**config.mk**
```make
export PLATFORM = sky130hd
export DESIGN_NAME = act_output_packer
export DESIGN_NICKNAME = d
export VERILOG_FILES = /design/src/rtl/act_output_packer.sv
export SDC_FILE = /design/constraint.sdc
export NUM_CORES = 2
export LEC_CHECK = 0
export BUFFER_PORTS_ARGS = -buffer_cell sky130_fd_sc_hd__buf_4
export CORE_AREA = 2 2 603 545
export DETAILED_ROUTE_END_ITERATION = 16
export DIE_AREA = 0 0 605 547
export GPL_TIMING_DRIVEN = 0
export PLACE_DENSITY = 0.71
export SKIP_LAST_GASP = 1
export SLEW_MARGIN = 40
export SYNTH_ARGS = -nofsm -noshare
export SYNTH_HDL_FRONTEND = slang
export SYNTH_MEMORY_MAX_BITS = 65536
export SYNTH_SLANG_ARGS = --single-unit
```
**constraint.sdc**
```tcl
create_clock -name system_clk -period 65.3 [get_ports system_clk]
set_input_delay 9.795 -clock system_clk [delete_from_list [all_inputs] [get_ports system_clk]]
set_output_delay 9.795 -clock system_clk [all_outputs]
set_load 0.02 [all_outputs]
```
**src/rtl/act_output_packer.sv**
```systemverilog
// act_output_packer: packs 8-lane activation beats into words and buffers them in a first-word-fall-through FIFO
module act_output_packer #(
  parameter int FEATURE_WIDTH      = 16,
  parameter int PACK_BEATS         = 2,
  parameter int FIFO_DEPTH         = 16,
  parameter int ALMOST_FULL_MARGIN = 4
) (
  input  logic                                 system_clk,
  input  logic                                 rst,
  input  logic [FEATURE_WIDTH*8-1:0]           act_data,
  input  logic                                 act_data_valid,
  input  logic                                 tile_last,
  output logic [FEATURE_WIDTH*8*PACK_BEATS-1:0] wr_data,
  output logic                                 wr_last,
  output logic                                 wr_valid,
  input  logic                                 wr_ready,
  output logic                                 fifo_almost_full,
  output logic                                 overflow,
  output logic [15:0]                          word_count
);
  localparam int BEAT_W = FEATURE_WIDTH * 8;
  localparam int WORD_W = BEAT_W * PACK_BEATS;
  localparam int AW = $clog2(FIFO_DEPTH);
  localparam int BI = PACK_BEATS > 1 ? $clog2(PACK_BEATS) : 1;
  localparam logic [BI-1:0] LAST_B = BI'(PACK_BEATS - 1);
  localparam logic [AW:0] DEPTH_V = (AW+1)'(FIFO_DEPTH);
  localparam logic [AW:0] MARGIN_V = (AW+1)'(ALMOST_FULL_MARGIN);
  logic [BI-1:0] b;
  logic [PACK_BEATS-1:0][BEAT_W-1:0] slots, cur, word_q;
  logic last_q, push_q, done, pop, full, accept;
  logic [WORD_W-1:0] mem [FIFO_DEPTH];
  logic mem_last [FIFO_DEPTH];
  logic [AW-1:0] wp, rp;
  logic [AW:0] occ;
  assign done = act_data_valid && (b == LAST_B || tile_last);
  assign pop = wr_valid && wr_ready;
  assign full = occ == DEPTH_V;
  assign accept = push_q && (!full || pop);
  assign wr_valid = occ != '0;
  assign wr_data = wr_valid ? mem[rp] : '0;
  assign wr_last = wr_valid && mem_last[rp];
  assign fifo_almost_full = (DEPTH_V - occ) <= MARGIN_V;
  // slots above b are always zero, so a tile_last word is zero-padded for free
  always_comb begin
    cur = slots;
    cur[b] = act_data;
  end
  always_ff @(posedge system_clk) begin
    if (rst) begin
      b <= '0;
      slots <= '0;
      word_q <= '0;
      last_q <= 1'b0;
      push_q <= 1'b0;
    end else begin
      push_q <= done;
      if (done) begin
        word_q <= cur;
        last_q <= tile_last;
        slots <= '0;
        b <= '0;
      end else if (act_data_valid) begin
        slots <= cur;
        b <= b + 1'b1;
      end
    end
  end
  always_ff @(posedge system_clk) begin
    if (!rst && accept) begin
      mem[wp] <= word_q;
      mem_last[wp] <= last_q;
    end
  end
  always_ff @(posedge system_clk) begin
    if (rst) begin
      wp <= '0;
      rp <= '0;
      occ <= '0;
      overflow <= 1'b0;
      word_count <= '0;
    end else begin
      if (accept) begin
        wp <= wp + 1'b1;
        word_count <= word_count + 16'd1;
      end
      if (pop) rp <= rp + 1'b1;
      if (push_q && !accept) overflow <= 1'b1;
      occ <= occ + (AW+1)'(accept) - (AW+1)'(pop);
    end
  end
endmodule

```
==> results_dict.tcl <==
set metrics [dict create \
    cts_resized 0 \
    tightest_slew_ns 1.037 \
    crit_path_start_kind "flip-flop" \
    antenna_found_initial 90 \
    drcViolationCount 0 \
    syn2layout_area_growth_pct 16.86 \
    grt-ovfl-total 0 \
    multi_input_area_um2 40150 \
    finalHoldViolCount 0 \
    clk_pin_slew_ns 0.07 \
    drt-initial-drc-count 15050 \
    portBuffers 407 \
    p_leak_nw 71.71 \
    switching_share_pct 30.91 \
    grt_pass1_wl_um 749500 \
    slew_headroom_pct 28.90 \
    wl_um 543400 \
    timing.hold.ws_ns 0.4550 \
    core_um2 324900 \
    synth_edf_count 4112 \
    cts_made_buffers 443 \
    cts_tree "done" \
    p_clk_share_pct 32.6 \
    die_y_um 547 \
    insertion_delay_ns 1.02 \
    ant_nets 0 \
    io_pins 409 \
    drive_above_1_share_pct 16.35 \
    dieArea_um2 330900 \
    drv_cap 0 \
    slew_violations 0 \
    clock_skew_ns 0.06165 \
    synth_top_cell_by_area "edfxtp_1" \
    routedWlPerCell_um 32.66 \
    routabilityCongestion 0.9538 \
    crit_buf_inv 6 \
    fmax_mhz 65.73 \
    finalPower_mw 7.720 \
    synth_top_area_share_pct 69.30 \
    ys_top_cells_by_area "edfxtp_1 (69%), mux2i_1 (12%), dfxtp_1 (6.2%)" \
    grt_pass1_vias 102200 \
    grt_usage_pct 32.17 \
    period_needed_ns 15.21 \
    place_hpwl_um 386800 \
    critPathMaxStageDelay_ns 0.74 \
    synth_cells 10540 \
    seqPwrFrac_pct 42.6 \
    regArea_um2 134500 \
    dr.pass1.iters 8 \
    start_util_pct 54.84 \
    grt_start_max_net_pins 19 \
    final-setup-viol-count 0 \
    cts_root_buffer "clkbuf_16" \
    p_per_area_nw_per_um2 37.07 \
    critPathKind "flip-flop to output pin" \
    crit_chain "inv_1 > ha_1 > and3_1 > ha_1 > inv_1 > nand2_1 > buf_4 > clkbuf_2 > clkbuf_1 > o22ai_1 > buf_4" \
    crit_slowest_cell "clkbuf_1" \
    ys_seq_elements 4661 \
    cts_hold_buf 0 \
    row_count 199 \
    ys_warn_count 0 \
    yosysSeqAreaShare_pct 75.47 \
    vdd_drop_max_mv 0.02997 \
    combPwrFrac_pct 24.7 \
    synth.distinct_cells 51 \
    avgSynthCellArea_um2 16.91 \
    viasPerCell 6.322 \
    finalCritPeriodShare_pct 23.30 \
    syn-num-nets 10690 \
    htree_levels 5 \
    fin_nets 12020 \
    synth_ff_type "edfxtp_1" \
    vias 105200 \
    crit_required_ns 55.51 \
    cts_buffer_depth 4 \
    internal_power_mw 5.333 \
    outcome "complete, no violations" \
    fill_cells 22030 \
    end_kind "output pin" \
    cp_top_family "buffers and inverters" \
    cts_setup_buffers 0 \
    syn_area_um2 178200 \
    setup_tns_ns 0 \
    cp.arrival_ns 5.42 \
    critPathMaxFanout 10 \
    synth-async-reset-ratio_pct 0 \
    rsz0062_at_grt "no" \
    hold_path_class "flip-flop to flip-flop" \
    fp.dieW_um 605 \
    clkSinkCount 4661 \
    p_switching_mw 2.386 \
]
[final cells by class]
type	count	share of cell area (%)
antenna	64	0.07691
buffer	659	1.829
clock buffer	570	5.717
clock inverter	258	1.098
inverter	18	0.03245
multi-input combinational	5198	19.28
sequential	4661	64.61
tap	4321	2.596
timing repair buffer	890	4.754
[cell usage after synthesis (100+ instances only)]
master,count
nand2_1,989
clkbuf_1,334
a21oi_1,141
dfxtp_1,549
buf_6,100
and2_1,129
mux2i_1,2214
edfxtp_1,4112
buf_4,110
a22oi_1,928
o21ai_1,330
o22ai_1,207
[state kept, by name, summed over array words and instances, names as in the netlist, named ones only]
register and flops:
b 1, last_q 1, mem 4096, mem_last 16
occ 5, overflow 1, push_q 1, rp 4
slots 256, word_count 16, word_q 256, wp 4
[through the flow]
step / utilization (%) / instances / setup slack [ns] / instance area (um2)
2_1_floorplan: - / 10540 / 36.26 / 178200
3_3_place_gp: 57.44 / 15260 / 16.06 / 186600
3_5_place_dp: 59.64 / 15750 / 50.49 / 193800
4_1_cts: 64.01 / 16580 / 50.16 / 208000
5_1_grt: 64.06 / 16610 / 50.05 / 208200
6_report: 64.08 / 16640 / 50.09 / 208200
[worst paths after layout]
check	from	endpoint	slack, ns	cells past startpoint
worst min-delay path	slots[2]	slots[2]	0.45	2
worst max register to register	occ[2]	mem[3][45]	59.26	21
worst max-delay path	occ[2]	wr_data[247]	50.09	11
worst min register to register	slots[2]	slots[2]	0.45	2
[layer usage]
| layer | track usage (%) | up-vias | share of wire (%) |
|---|---|---|---|
| met5 | 0 | - | 0.0085 |
| met4 | 21.60 | 6 | 7.5 |
| met3 | 5.244 | 1220 | 10 |
| met2 | 49.75 | 6617 | 46 |
| met1 | 42.33 | 53410 | 36 |
| li1 | - | 43940 | - |
[worst reg2reg max path, stage by stage (launching register included)]
cell	delay, ns
dfxtp_1	0.38
inv_1	0.11
ha_1	0.20
and3_1	0.19
ha_1	0.23
nand2b_4	0.15
buf_2	0.18
a211oi_1	0.46
nand2_1	0.33
nor3_2	0.65
buf_4	0.33
buf_4	0.19
buf_2	0.26
buf_4	0.23
buf_4	0.21
buf_2	0.26
buf_2	0.25
buf_2	0.27
buf_2	0.27
buf_4	0.21
buf_4	0.19
buf_2	0.23
[power groups by stage]
stage               clock network [mW]  logic [mW]  registers, mW
floorplan                            0        1.11           3.33
global placement                     0        1.85           3.36
detailed placement                   0        1.88           3.35
CTS                               2.52        1.89           3.29
global route                      2.64        1.97           3.29
finish                            2.52        1.91           3.29
[layout by cell type, fill, tap and decap left out, drive strengths merged, types with 2 or more instances in the layout]
cell type,Yosys,final
clkinv,1,203
xnor2,8,8
or2,2,2
nand2,989,989
a21oi,142,142
o21bai,2,2
nand3,9,9
buf,321,1211
inv,17,30
xor2,6,6
nor3,5,5
and4,2,2
mux2i,2214,2214
nor2b,7,7
mux4,50,50
a211oi,5,5
o21ai,368,368
edfxtp,4112,4112
diode,0,64
bufinv,0,29
nand2b,6,6
or3,9,9
a22oi,928,928
clkbuf,338,908
o22ai,207,207
nand4,3,3
nor2,31,31
ha,15,15
dfxtp,549,549
a221oi,50,50
o211ai,2,2
and2,129,129
clkinvlp,0,14
[cell families (layout without fill, tap and decap cells)]
family | after synthesis | count (layout) | synth area share (%)
flops | 4661 | 4661 | 75.47
mux | 2264 | 2264 | 13.07
compound gates | 1709 | 1709 | 6.382
simple gates | 1195 | 1195 | 2.766
buf+inv | 677 | 2395 | 2.128
fa+ha+maj | 16 | 16 | 0.1166
xor+xnor | 14 | 14 | 0.06882
other cells | 0 | 64 | 0
Power figures use the tool's default switching activity.
